[config.mk]
export PLATFORM = sky130hd
export DESIGN_NAME = pc_fetch_unit
export DESIGN_NICKNAME = d
export VERILOG_FILES = /design/src/rtl/pc_fetch_unit.sv
export SDC_FILE = /design/constraint.sdc
export NUM_CORES = 1
export LEC_CHECK = 0
export ABC_AREA = 0
export CORE_MARGIN = 2
export CORE_UTILIZATION = 32
export DETAILED_ROUTE_END_ITERATION = 10
export PLACE_DENSITY = 0.89
export SLEW_MARGIN = 20
export SYNTH_ARGS = -nofsm -noshare
export SYNTH_HDL_FRONTEND = slang
export SYNTH_SLANG_ARGS = --single-unit
[constraint.sdc]
create_clock -name clk -period 2.2 [get_ports clk]
set_input_delay 0.44 -clock clk [delete_from_list [all_inputs] [get_ports clk]]
set_output_delay 0.44 -clock clk [all_outputs]
set_load 0.01 [all_outputs]
[src/rtl/pc_fetch_unit.sv]
// pc_fetch_unit: fetch-stage PC register, next-PC selection and IF/ID clear generation.
// Define BTB_PRED_EN to build the direct-mapped BTB predictor; without it fetch is strictly sequential.
module pc_fetch_unit #(
    parameter int ADDR_W    = 10,
    parameter int BTB_IDX_W = 4,
    parameter int RESET_PC  = 0
) (
    input  logic              clk,
    input  logic              rst_n,
    input  logic              en,
    input  logic              stall,
    input  logic              halt,
    input  logic              redirect,
    input  logic [ADDR_W-1:0] redirect_pc,
    input  logic              upd_en,
    input  logic [ADDR_W-1:0] upd_pc,
    input  logic              upd_taken,
    input  logic [ADDR_W-1:0] upd_target,
    output logic [ADDR_W-1:0] pc,
    output logic [ADDR_W-1:0] pc_4,
    output logic              pred_taken,
    output logic [ADDR_W-1:0] pred_target,
    output logic              if_id_clr,
    output logic              halted
);

    localparam logic [ADDR_W-1:0] RESET_ADDR = ADDR_W'(RESET_PC);
    localparam logic [ADDR_W-1:0] ONE        = ADDR_W'(1);

    logic              run;
    logic [ADDR_W-1:0] pc_next;

    // A halted or disabled unit ignores redirects, updates and prediction alike.
    assign run       = en && !halted;
    assign pc_4      = pc + ONE;
    assign if_id_clr = !(run && redirect);

`ifdef BTB_PRED_EN
    localparam int TAG_W = ADDR_W - BTB_IDX_W;
    localparam int BTB_N = 1 << BTB_IDX_W;

    typedef struct packed {
        logic              valid;
        logic [TAG_W-1:0]  tag;
        logic [ADDR_W-1:0] target;
        logic [1:0]        ctr;
    } btb_entry_t;

    btb_entry_t           btb [BTB_N];
    btb_entry_t           look_e;
    btb_entry_t           upd_e;
    btb_entry_t           upd_new;
    logic [BTB_IDX_W-1:0] look_idx;
    logic [BTB_IDX_W-1:0] upd_idx;
    logic [TAG_W-1:0]     look_tag;
    logic [TAG_W-1:0]     upd_tag;
    logic                 look_hit;
    logic                 upd_hit;

    assign look_idx = pc[BTB_IDX_W-1:0];
    assign look_tag = pc[ADDR_W-1:BTB_IDX_W];
    assign upd_idx  = upd_pc[BTB_IDX_W-1:0];
    assign upd_tag  = upd_pc[ADDR_W-1:BTB_IDX_W];

    // Lookup reads the stored entry directly; a same-cycle update is not bypassed.
    assign look_e   = btb[look_idx];
    assign look_hit = look_e.valid && (look_e.tag == look_tag);
    assign upd_e    = btb[upd_idx];
    assign upd_hit  = upd_e.valid && (upd_e.tag == upd_tag);

    assign pred_taken  = look_hit && look_e.ctr[1];
    assign pred_target = look_hit ? look_e.target : '0;

    always_comb begin
        upd_new = upd_e;
        if (upd_hit) begin
            if (upd_taken) begin
                if (upd_e.ctr != 2'b11) upd_new.ctr = upd_e.ctr + 2'b01;
                upd_new.target = upd_target;
            end else if (upd_e.ctr != 2'b00) begin
                upd_new.ctr = upd_e.ctr - 2'b01;
            end
        end else if (upd_taken) begin
            upd_new.valid  = 1'b1;
            upd_new.tag    = upd_tag;
            upd_new.target = upd_target;
            upd_new.ctr    = 2'b10;
        end
    end

    always_ff @(posedge clk or negedge rst_n) begin
        if (!rst_n) begin
            // NOTE: the BTB is flop-based and must be reset so stale entries never predict after rst_n.
            for (int i = 0; i < BTB_N; i++) begin
                btb[i].valid  <= 1'b0;
                btb[i].tag    <= '0;
                btb[i].target <= '0;
                btb[i].ctr    <= 2'b01;
            end
        end else if (run && upd_en) begin
            btb[upd_idx] <= upd_new;
        end
    end
`else
    logic unused_upd;

    assign pred_taken  = 1'b0;
    assign pred_target = '0;
    assign unused_upd  = ^{upd_en, upd_pc, upd_taken, upd_target};
`endif

    always_comb begin
        // NOTE: pc_next gets a default before the priority chain so no branch can infer a latch.
        pc_next = pc;
        if (!run) begin
            pc_next = pc;
        end else if (redirect) begin
            pc_next = redirect_pc;
        end else if (stall) begin
            pc_next = pc;
`ifdef BTB_PRED_EN
        end else if (pred_taken) begin
            pc_next = pred_target;
`endif
        end else begin
            pc_next = pc_4;
        end
    end

    always_ff @(posedge clk or negedge rst_n) begin
        // NOTE: state registers use non-blocking assignments so every flop samples pre-edge values.
        if (!rst_n) begin
            pc <= RESET_ADDR;
        end else begin
            pc <= pc_next;
        end
    end

    always_ff @(posedge clk or negedge rst_n) begin
        if (!rst_n) begin
            halted <= 1'b0;
        end else if (en && halt) begin
            halted <= 1'b1;
        end
    end

endmodule

* Word-level counts from Yosys, hierarchy flattened
Cells that the tools add are included.
Storage, ports and cells: bits in latches 0, memory bits (writable) 0, register bits after elaboration 11, input port bits 38, memory bits (read-only) 0, output and inout bits 33, memories kept 0, logic and storage cells 12
Cells by class: magnitude comparators 0, $mul 0, muxes and demuxes 2, $add $sub $neg 1, bitwise operators 0, shift operators 0, equality and inequality tests 1, div/mod/pow operators 0, reductions and logical operators 6
Operators with widths (count):
- $mux W10 | 2
- $add A10 B1 Y10 const B | 1
- $logic_and A1 B1 Y1 | 3
- $logic_not A1 Y1 | 2
- $ne A2 B1 Y1 const B | 1
- $reduce_and A2 Y1 | 1

* Logic depth before layout (Yosys ltp)
Gate-level depths: netlist of the first run.
depth after elaboration 4, depth in mapped cells 5, mapped depth without buffers 5

* Worst setup path after synthesis of the first run
Ideal clock, no wire load.
path type flip-flop to output port, from reg pc[0], to out pc_4[8], arrival 1.418 ns, path buffers 0, required time 1.760 ns, slack 0.342 ns, stages on the path, launching flop included 5, cell sequence dfrtp_1 ha_1 and4_1 and4_4 xor2_1
On the way: cells in the longest elaborated chain, start to end 1
Ends and longest elaborated chain:
- from (decl) | line 19 | output logic [ADDR_W-1:0] pc,
- from (signal assigned) | line 135 | pc <= pc_next;
- $add A10 B1 Y10 | line 35 | assign pc_4 = pc + ONE;
- to (decl) | line 20 | output logic [ADDR_W-1:0] pc_4,
Every way passes these cells.

* Worst setup path after layout of the first run
from reg pc[0], to out pc_4[3]
The elaborated chain is that of the path after synthesis.

==> impl_metrics.py, run 1 <==
metrics = {
    "sta": {
        "tns_ps": 0,
        "setup_viol": 0,
        "finalHoldViolCount": 0,
        "min_period_ps": 2095,
        "worst_slew_pin_slew_ps": 518.7,
        "slew-limit-headroom_pct": 65.31,
        "fin_crit_sh_pct": 95.21,
        "maxSlewViolCount": 0,
        "rsz0062_at_grt": "no",
        "fmax_mhz": 477.4,
        "clock_skew_ps": 4.533,
    },
    "cts": {
        "postCtsHoldBufs": 0,
        "numCtsBuffers": 3,
        "clk_pin_slew_ps": 80,
        "cts_max_level": 1,
        "cts.sinks": 11,
        "tritoncts": "yes",
        "clock_latency_ps": 270,
        "cts_root_buffer": "clkbuf_4",
        "cts_max_path_buffers": 2,
    },
    "critical_path": {
        "worst-setup-path-type": "register to output pin",
        "critPathLaunchType": "register",
        "cp.arrival_ps": 1650,
        "cp_slowest_cell": "clkdlybuf4s50_1",
        "r2r_cells": 5,
        "cp-end-kind": "output pin",
        "worst_path_dominant_cell_family": "buffers and inverters",
        "cpPeakStageDelay_ps": 570,
        "crit_fanout": 4,
        "path_buf_inv": 2,
        "crit_chain": "buf_4, nand3_4, xnor2_1, clkdlybuf4s50_1",
        "cp_num_cells": 4,
        "required_ps": 1760,
    },
    "worst_hold_path": {
        "hold_class": "primary input to asynchronous set/reset pin",
    },
    "cells_and_area": {
        "layout_common_cells": "clkdlybuf4s50_1, buf_4, conb_1, dfrtp_1, nand2_1",
        "syn_to_final_growth_pct": 56.87,
        "final_nets": 187,
        "drive_above_1_share_pct": 17.01,
        "num_antenna_cells": 0,
        "layout_commonest_cell": "clkdlybuf4s50_1",
    },
    "die": {
        "core_area_mm2": 0.002500,
        "fp-row-count": 18,
        "floorplan.initialDensity_pct": 33.88,
        "ios": 71,
        "die_y_um": 55.45,
        "die_w_um": 55.45,
        "die-area_mm2": 0.003075,
    },
    "global_route": {
        "grtUsageTotal_pct": 15.39,
        "grt_overflow": 0,
        "grt_max_degree": 16,
        "antenna_found_initial": 0,
        "grt_pass1_wl_mm": 3.857,
        "grt_pass1_vias": 851,
    },
    "synth": {
        "synth.cell_area_um2": 847.1,
        "synth_cells": 97,
        "synth_top_area_share_pct": 32.50,
        "syn_avg_cell_area_um2": 8.733,
        "ys_ff_latch": 11,
        "netlist_top_cells_area": "dfrtp_1, buf_4, nand2_1",
        "ys_seq_area_share_pct": 32.50,
        "synth_area_leader_cell": "dfrtp_1",
        "yosysWarningCount": 0,
        "synth_cell_types": 34,
    },
    "routing": {
        "wire_per_inst_um": 12.98,
        "drt_pass1_iterations": 4,
        "dr.first_iter.drc_count": 11,
        "drt-total-wl_mm": 2.298,
        "drc": 0,
        "routed_via_density": 4.921,
        "vias": 871,
        "final_antenna_net_count": 0,
    },
    "run_status": {
        "status": "finished clean",
    },
    "placement": {
        "dp_hpwl_mm": 1.730,
        "portBuffers": 37,
        "finalWeightedCongestion": 0.7895,
    },
    "pwr": {
        "vdd_drop_max_mv": 0.4652,
        "total_power_mw": 0.9398,
        "p_per_area_mw_per_mm2": 707.3,
        "leakage_nw": 0.5977,
    },
    "job": {
        "maxCapViolCount": 0,
    },
}
routing by layer:
layer	share of wire (%)	global-route usage, %
met3	5.5	3.279
met1	40	17.71
met4	0	5.226
met5	0	0
met2	54	27.89
repair_timing:
item / CTS / global route
pin swaps: 2 / 0
gates resized for setup: 9 / 4
buffers inserted: 3 / 1
endpoints found under the setup margin: 7 / 2
power breakdown:
| part | leakage, nW | internal, mW | total, mW | switching, mW |
|---|---|---|---|---|
| registers | 0.129 | 0.243 | 0.277 | 0.0339 |
| logic | 0.453 | 0.292 | 0.523 | 0.231 |
| clock network | 0.0150 | 0.0701 | 0.140 | 0.0697 |
worst register-to-register path, stage by stage, from the launching register on:
cell and delay [ps]:
dfrtp_1 390, ha_2 210, and4_4 240, and4_4 240, a31oi_1 100, o22a_1 210
cell type report:
| cell class | count | area, um^2 |
|---|---|---|
| Fill cell | 257 | 1171 |
| Tap cell | 30 | 37.54 |
| Inverter | 2 | 7.507 |
| Multi-Input combinational cell | 78 | 509.2 |
| Sequential cell | 11 | 275.3 |
| Clock buffer | 4 | 26.28 |
| Timing Repair Buffer | 52 | 473.0 |
logic make-up after synthesis:
group                    after synthesis  share of synthesized area (%)
AO/OA/AOI/OAI                         26                          20.24
XOR/XNOR                               8                          8.271
adder cells (fa/ha/maj)                1                          1.477
buffers and inverters                 18                          13.15
flip-flops                            11                          32.50
multiplexers                           1                          1.182
other                                  1                         0.4427
AND/OR/NAND/NOR                       31                          22.75
cell usage after synthesis:
cell type	n
nor3_2	1
and3_1	1
and3b_1	1
a21o_1	1
o21a_1	3
nor4_4	1
buf_2	2
mux2i_1	1
nor3_1	1
a31oi_1	3
nand3_4	1
nand3_1	4
ha_1	1
o211ai_1	1
o2bb2ai_1	1
a2bb2oi_1	2
inv_1	2
and4_4	1
xnor2_1	4
nand2b_1	2
o21ai_0	4
a21oi_1	6
xor2_1	4
o22ai_1	2
o22a_1	3
conb_1	1
nand3b_1	1
clkbuf_1	3
buf_4	11
and4_1	1
nor2_1	5
nand2_1	10
dfrtp_1	11
nor3b_1	1
through the flow:
step / cells / utilization (%) / hold slack, ps / setup WS, ps / cell area [um^2]
6_report: 177 / 53.15 / 512.6 / 105.5 / 1329
5_1_grt: 177 / 53.15 / 534.1 / 42.32 / 1329
4_1_cts: 176 / 52.80 / 514.0 / 1.989 / 1320
3_5_place_dp: 169 / 50.85 / 496.4 / -29.25 / 1271
3_3_place_gp: 169 / 50.85 / 473.6 / -13.44 / 1271
2_1_floorplan: 107 / - / 144.4 / 341.7 / 884.6
path summary, 6_finish.rpt:
path                         from      end  slack, ps
min reg2reg                halted   halted        520
min                         rst_n    pc[7]        510
max in group asynchronous   rst_n    pc[8]       1340
max                         pc[0]  pc_4[3]        110
max reg2reg                 pc[0]    pc[8]        710
min in group clk           halted   halted        520
flip-flops by register name, summed over array words and instances (netlist names):
| register | flops |
|---|---|
| halted | 1 |
| pc | 10 |
(Power assumes the default switching activity.)
==> run 2: changes to the inputs <==
- CTS_CLUSTER_SIZE: not set -> 20
- SKIP_CTS_REPAIR_TIMING: not set -> 1
- clock period: 2.2 -> 2.4 ns (I/O delays scaled with it)
==> run 2 against run 1 <==
Effect of this change: die area unchanged; final area down 1.6%; critical endpoint is now if_id_clr; sequential share of layout area grew 1.0 points.
==> impl_metrics.py, run 2 (synthesis results as in run 1) <==
metrics = {
    "sta": {
        "layout_setup_ws_ps": 99.76,
        "fmax_mhz": 434.7,
        "clock_skew_ps": 1.444,
        "hold_slack_ps": 496.7,
        "maxSlewViolCount": 0,
        "min_period_ps": 2300,
        "finalHoldViolCount": 0,
        "setup_viol": 0,
        "slew-limit-headroom_pct": 65.02,
        "rsz0062_at_grt": "no",
        "fin_crit_sh_pct": 95.84,
        "worst_slew_pin_slew_ps": 523.1,
    },
    "cells_and_area": {
        "multi_input_area_um2": 509.2,
        "fill_cells": 258,
        "largest_reg_flops": 10,
        "fin_area_mm2": 0.001308,
        "num_antenna_cells": 0,
        "stdcell_count": 170,
        "top_regs": "pc: 10 flops, halted: 1 flops",
        "syn_to_final_growth_pct": 54.36,
        "largest_register": "pc",
        "seq_area_um2": 284.0,
        "drive_above_1_share_pct": 17.14,
        "layout_commonest_cell": "clkdlybuf4s50_1",
        "final_nets": 180,
        "layout_common_cells": "clkdlybuf4s50_1, conb_1, nand2_1, buf_4, dfrtp_2",
    },
    "cts": {
        "cts_root_buffer": "clkbuf_4",
        "tritoncts": "yes",
        "clock_latency_ps": 260,
        "cts_max_level": 1,
        "numCtsBuffers": 3,
        "clk_pin_slew_ps": 70,
        "cts_max_path_buffers": 2,
        "cts.sinks": 11,
    },
    "critical_path": {
        "reg2reg_from": "pc[0]",
        "cp-end-kind": "output pin",
        "critPathLaunch": "redirect",
        "critPathLaunchType": "primary input",
        "worst-setup-path-type": "primary input to output pin",
        "cpPeakStageDelay_ps": 530,
        "r2r_cells": 5,
        "cp.arrival_ps": 1820,
        "crit_fanout": 2,
        "crit_chain": "clkdlybuf4s50_1, nand2b_1, and3b_1, nand2_1, clkdlybuf4s50_1",
        "crit_path_frequent_cell": "clkdlybuf4s50_1",
        "required_ps": 1920,
        "cp_slowest_cell": "clkdlybuf4s50_1",
    },
    "worst_hold_path": {
        "worstHoldPathCells": 1,
        "hold_path_startpoint": "halted",
        "hold_class": "register to register",
    },
    "die": {
        "die_w_um": 55.45,
        "die-area_mm2": 0.003075,
        "floorplan.initialDensity_pct": 33.88,
        "fp-row-count": 18,
        "ios": 71,
        "core_area_mm2": 0.002500,
        "die_y_um": 55.45,
    },
    "routing": {
        "drt-total-wl_mm": 2.144,
        "final_antenna_net_count": 0,
        "vias": 819,
        "wire_per_inst_um": 12.61,
        "drt_pass1_iterations": 4,
        "routed_via_density": 4.818,
        "drc": 0,
        "dr.first_iter.drc_count": 9,
    },
    "placement": {
        "portBuffers": 37,
        "place_ws_ps": 109.4,
        "place_area_mm2": 0.001226,
        "finalWeightedCongestion": 0.7980,
        "dp_hpwl_mm": 1.529,
        "dp.cells": 163,
    },
    "global_route": {
        "grt_pass1_vias": 749,
        "grtUsageTotal_pct": 13.60,
        "grt_pass1_wl_mm": 3.353,
        "grt_overflow": 0,
        "grt_max_degree": 16,
        "antenna_found_initial": 0,
    },
    "pwr": {
        "vdd_drop_max_mv": 0.4155,
        "total_power_mw": 0.8356,
        "p_per_area_mw_per_mm2": 639.1,
        "leakage_nw": 0.5858,
    },
    "run_status": {
        "status": "finished clean",
    },
    "job": {
        "maxCapViolCount": 0,
    },
}
[run 2: changes by cell type in the layout (fill, tap and decap cells not counted), sizes merged]
cell | previous run | this run
buf | 15 | 8
clkbuf | 5 | 4
clkdlybuf4s50 | 29 | 32
dlygate4sd2 | 6 | 0
dlymetal6s2s | 1 | 5
[run 2: worst paths after layout]
path	to	slack (ps)
max	if_id_clr	100
min	halted	500
max reg2reg	pc[8]	920
min reg2reg	halted	500
max in group asynchronous	pc[8]	1460
min in group asynchronous	pc[0]	560
[run 2: final cells by class]
| cell class | count | area share (%) |
|---|---|---|
| Sequential cell | 11 | 21.72 |
| Multi-Input combinational cell | 78 | 38.95 |
| Inverter | 2 | 0.5742 |
| Timing Repair Buffer | 45 | 33.88 |
| Clock buffer | 4 | 2.010 |
| Tap cell | 30 | 2.871 |
[run 2: where the power goes]
part           internal (mW)  total (mW)  switching (mW)
combinational          0.250       0.430           0.180
sequential             0.228       0.280          0.0523
clock                 0.0643       0.125          0.0608
total                  0.543       0.836           0.293
[run 2: per-layer routing]
metal	global-route usage (%)	vias up	routed length, um
li1	-	414	-
met1	15.58	371	895
met2	23.13	30	1078
met3	3.279	4	131
met4	7.317	0	38
met5	0	-	0
[run 2: critical path, delay by kind of cell]
kind	cells	cell delay, ps
simple gates	3	400
buf+inv	2	940
[run 2: stage by stage]
step	setup TNS, ps	util [%]
2_1_floorplan	0	-
3_3_place_gp	0	49.05
3_5_place_dp	0	49.05
4_1_cts	-314.9	50.10
5_1_grt	0	52.30
6_report	0	52.30
==> run 3: changes to the inputs <==
- GPL_TIMING_DRIVEN: not set -> 0
==> run 3 against run 2 <==
Effect of this change: flip-flop and latch count did not move; largest cell class is now buffers; critical path type is now register to output pin; combinational power rose by 2%; die area did not move; global-route usage rose by 1.1 points; clock power rose by 3%; fmax rose by 4.3%.
==> impl_metrics.py, run 3 (synthesis results as in run 1) <==
metrics = {
    "pwr": {
        "total_power_mw": 0.8580,
        "switching_share_pct": 35.79,
        "p_per_area_mw_per_mm2": 616.1,
        "p_sw_mw": 0.3071,
        "pwr-share-comb_pct": 50.9,
        "power.internal_mw": 0.5509,
        "p_seq_share_pct": 34.0,
        "leakage_nw": 0.6505,
        "vdd_drop_max_mv": 0.4309,
        "clkPwrFrac_pct": 15.1,
    },
    "cells_and_area": {
        "largest_register": "pc",
        "syn_to_final_growth_pct": 64.40,
        "seq_area_um2": 280.3,
        "drive_above_1_share_pct": 19.08,
        "num_antenna_cells": 0,
        "largest_reg_flops": 10,
        "top_regs": "pc: 10 flops, halted: 1 flops",
        "fill_cells": 227,
        "layout_commonest_cell": "clkdlybuf4s50_1",
        "layout_common_cells": "clkdlybuf4s50_1, buf_4, conb_1, nand2_1",
        "multi_input_area_um2": 516.7,
        "fin_util_pct": 55.71,
        "stdcell_count": 182,
        "final_nets": 192,
    },
    "critical_path": {
        "cp.arrival_ps": 1730,
        "critPathLaunchType": "register",
        "reg2reg_slack_ps": 830,
        "cp_slowest_cell": "clkdlybuf4s50_1",
        "r2r_cells": 5,
        "critPathLaunch": "pc[1]",
        "required_ps": 1920,
        "crit_chain": "ha_4, nand3_1, xnor2_1, clkdlybuf4s50_1",
        "crit_fanout": 5,
        "worst_path_dominant_cell_family": "buffers and inverters",
        "reg2reg_from": "pc[1]",
        "cp-end-kind": "output pin",
        "path_buf_inv": 1,
        "cpPeakStageDelay_ps": 550,
        "worst-setup-path-type": "register to output pin",
        "cp_num_cells": 4,
        "r2r-end": "pc[8]",
        "crit_end": "pc_4[4]",
    },
    "global_route": {
        "grt_pass1_vias": 834,
        "grt_pass1_wl_mm": 3.670,
        "grtUsageTotal_pct": 14.66,
        "grt_max_degree": 12,
        "antenna_found_initial": 0,
        "grt_overflow": 0,
    },
    "sta": {
        "maxSlewViolCount": 0,
        "slew-limit-headroom_pct": 65.26,
        "tns_ps": 0,
        "fmax_mhz": 453.3,
        "worst_slew_pin_slew_ps": 519.5,
        "fin_crit_sh_pct": 91.93,
        "clock_skew_ps": 9.047,
        "min_period_ps": 2206,
        "setup_viol": 0,
        "finalHoldViolCount": 0,
        "rsz0062_at_grt": "no",
    },
    "routing": {
        "drc": 0,
        "routed_via_density": 4.879,
        "dr.first_iter.drc_count": 10,
        "wire_per_inst_um": 12.65,
        "final_antenna_net_count": 0,
        "drt_pass1_iterations": 4,
        "met1_length_um": 985,
        "met2_length_mm": 1.158,
        "met3WireLength_um": 148,
        "vias": 888,
        "drt-total-wl_mm": 2.303,
        "top_layer": "met4",
    },
    "cts": {
        "cts.sinks": 11,
        "clock_latency_ps": 270,
        "numCtsBuffers": 3,
        "cts_max_path_buffers": 2,
        "tritoncts": "yes",
        "clk_pin_slew_ps": 80,
        "cts_root_buffer": "clkbuf_4",
        "cts_max_level": 1,
    },
    "die": {
        "die_w_um": 55.45,
        "die_y_um": 55.45,
        "fp-row-count": 18,
        "die-area_mm2": 0.003075,
        "ios": 71,
        "floorplan.initialDensity_pct": 33.88,
        "core_area_mm2": 0.002500,
    },
    "job": {
        "maxCapViolCount": 0,
    },
    "placement": {
        "dp_hpwl_mm": 1.694,
        "finalWeightedCongestion": 0.7931,
        "dp.cells": 174,
        "portBuffers": 37,
    },
    "run_status": {
        "status": "finished clean",
    },
    "worst_hold_path": {
        "hold_class": "register to register",
    },
}
run 3: changes by cell type in the layout (fill, tap and decap cells not counted), moves of 2 or more:
cell | previous run | this run
buf_4 | 8 | 15
dfrtp_1 | 4 | 7
clkdlybuf4s50_1 | 32 | 30
dlymetal6s2s_1 | 5 | 7
clkbuf_1 | 1 | 4
dfrtp_2 | 7 | 4
run 3: layer usage:
metal | vias to the layer above | GRT usage [%]
met5 | - | 0
met4 | 0 | 5.923
met1 | 417 | 17.55
li1 | 433 | -
met3 | 2 | 3.279
met2 | 36 | 25.17
run 3: cell type report:
| type | instances | share of cell area, % |
|---|---|---|
| plain buffers | 16 | 7.637 |
| inverters | 2 | 0.5391 |
| multi-input cells | 78 | 37.11 |
| flip-flops and latches | 11 | 20.13 |
| clock buffers | 4 | 1.887 |
| well taps | 30 | 2.695 |
| repair buffers | 41 | 30.01 |
run 3: stage by stage:
| stage | hold WS, ps | setup slack (ps) | instance area, um^2 |
|---|---|---|---|
| 2_1_floorplan | 184.4 | 501.7 | 884.6 |
| 3_3_place_gp | 472.5 | -216.4 | 1292 |
| 3_5_place_dp | 485.2 | -204.9 | 1292 |
| 4_1_cts | 509.1 | -342.3 | 1319 |
| 5_1_grt | 531.1 | 113.1 | 1393 |
| 6_report | 506.3 | 193.8 | 1393 |
run 3: worst min path at each step:
stage,startpoint,end,slack [ps],depth (start not counted)
floorplan,rst_n,halted,180,0
global placement,halted,halted,470,1
detailed placement,halted,halted,490,1
CTS,halted,halted,510,1
global route,halted,halted,530,1
finish,halted,halted,510,1
run 3: worst register-to-register path, stage by stage, from the launching register on:
cell and delay, ps:
dfrtp_2 460, ha_4 190, and4_1 230, and4_4 210, o21a_1 170, o22a_1 190
run 3: power groups by stage:
| stage | Clock (mW) | Combinational (mW) | Sequential [mW] |
|---|---|---|---|
| after detailed placement | 0 | 0.405 | 0.290 |
| after CTS | 0.132 | 0.407 | 0.288 |
| after global placement | 0 | 0.395 | 0.286 |
| after global routing | 0.140 | 0.468 | 0.298 |
| final | 0.129 | 0.437 | 0.292 |
| after floorplan | 0 | 0.167 | 0.298 |
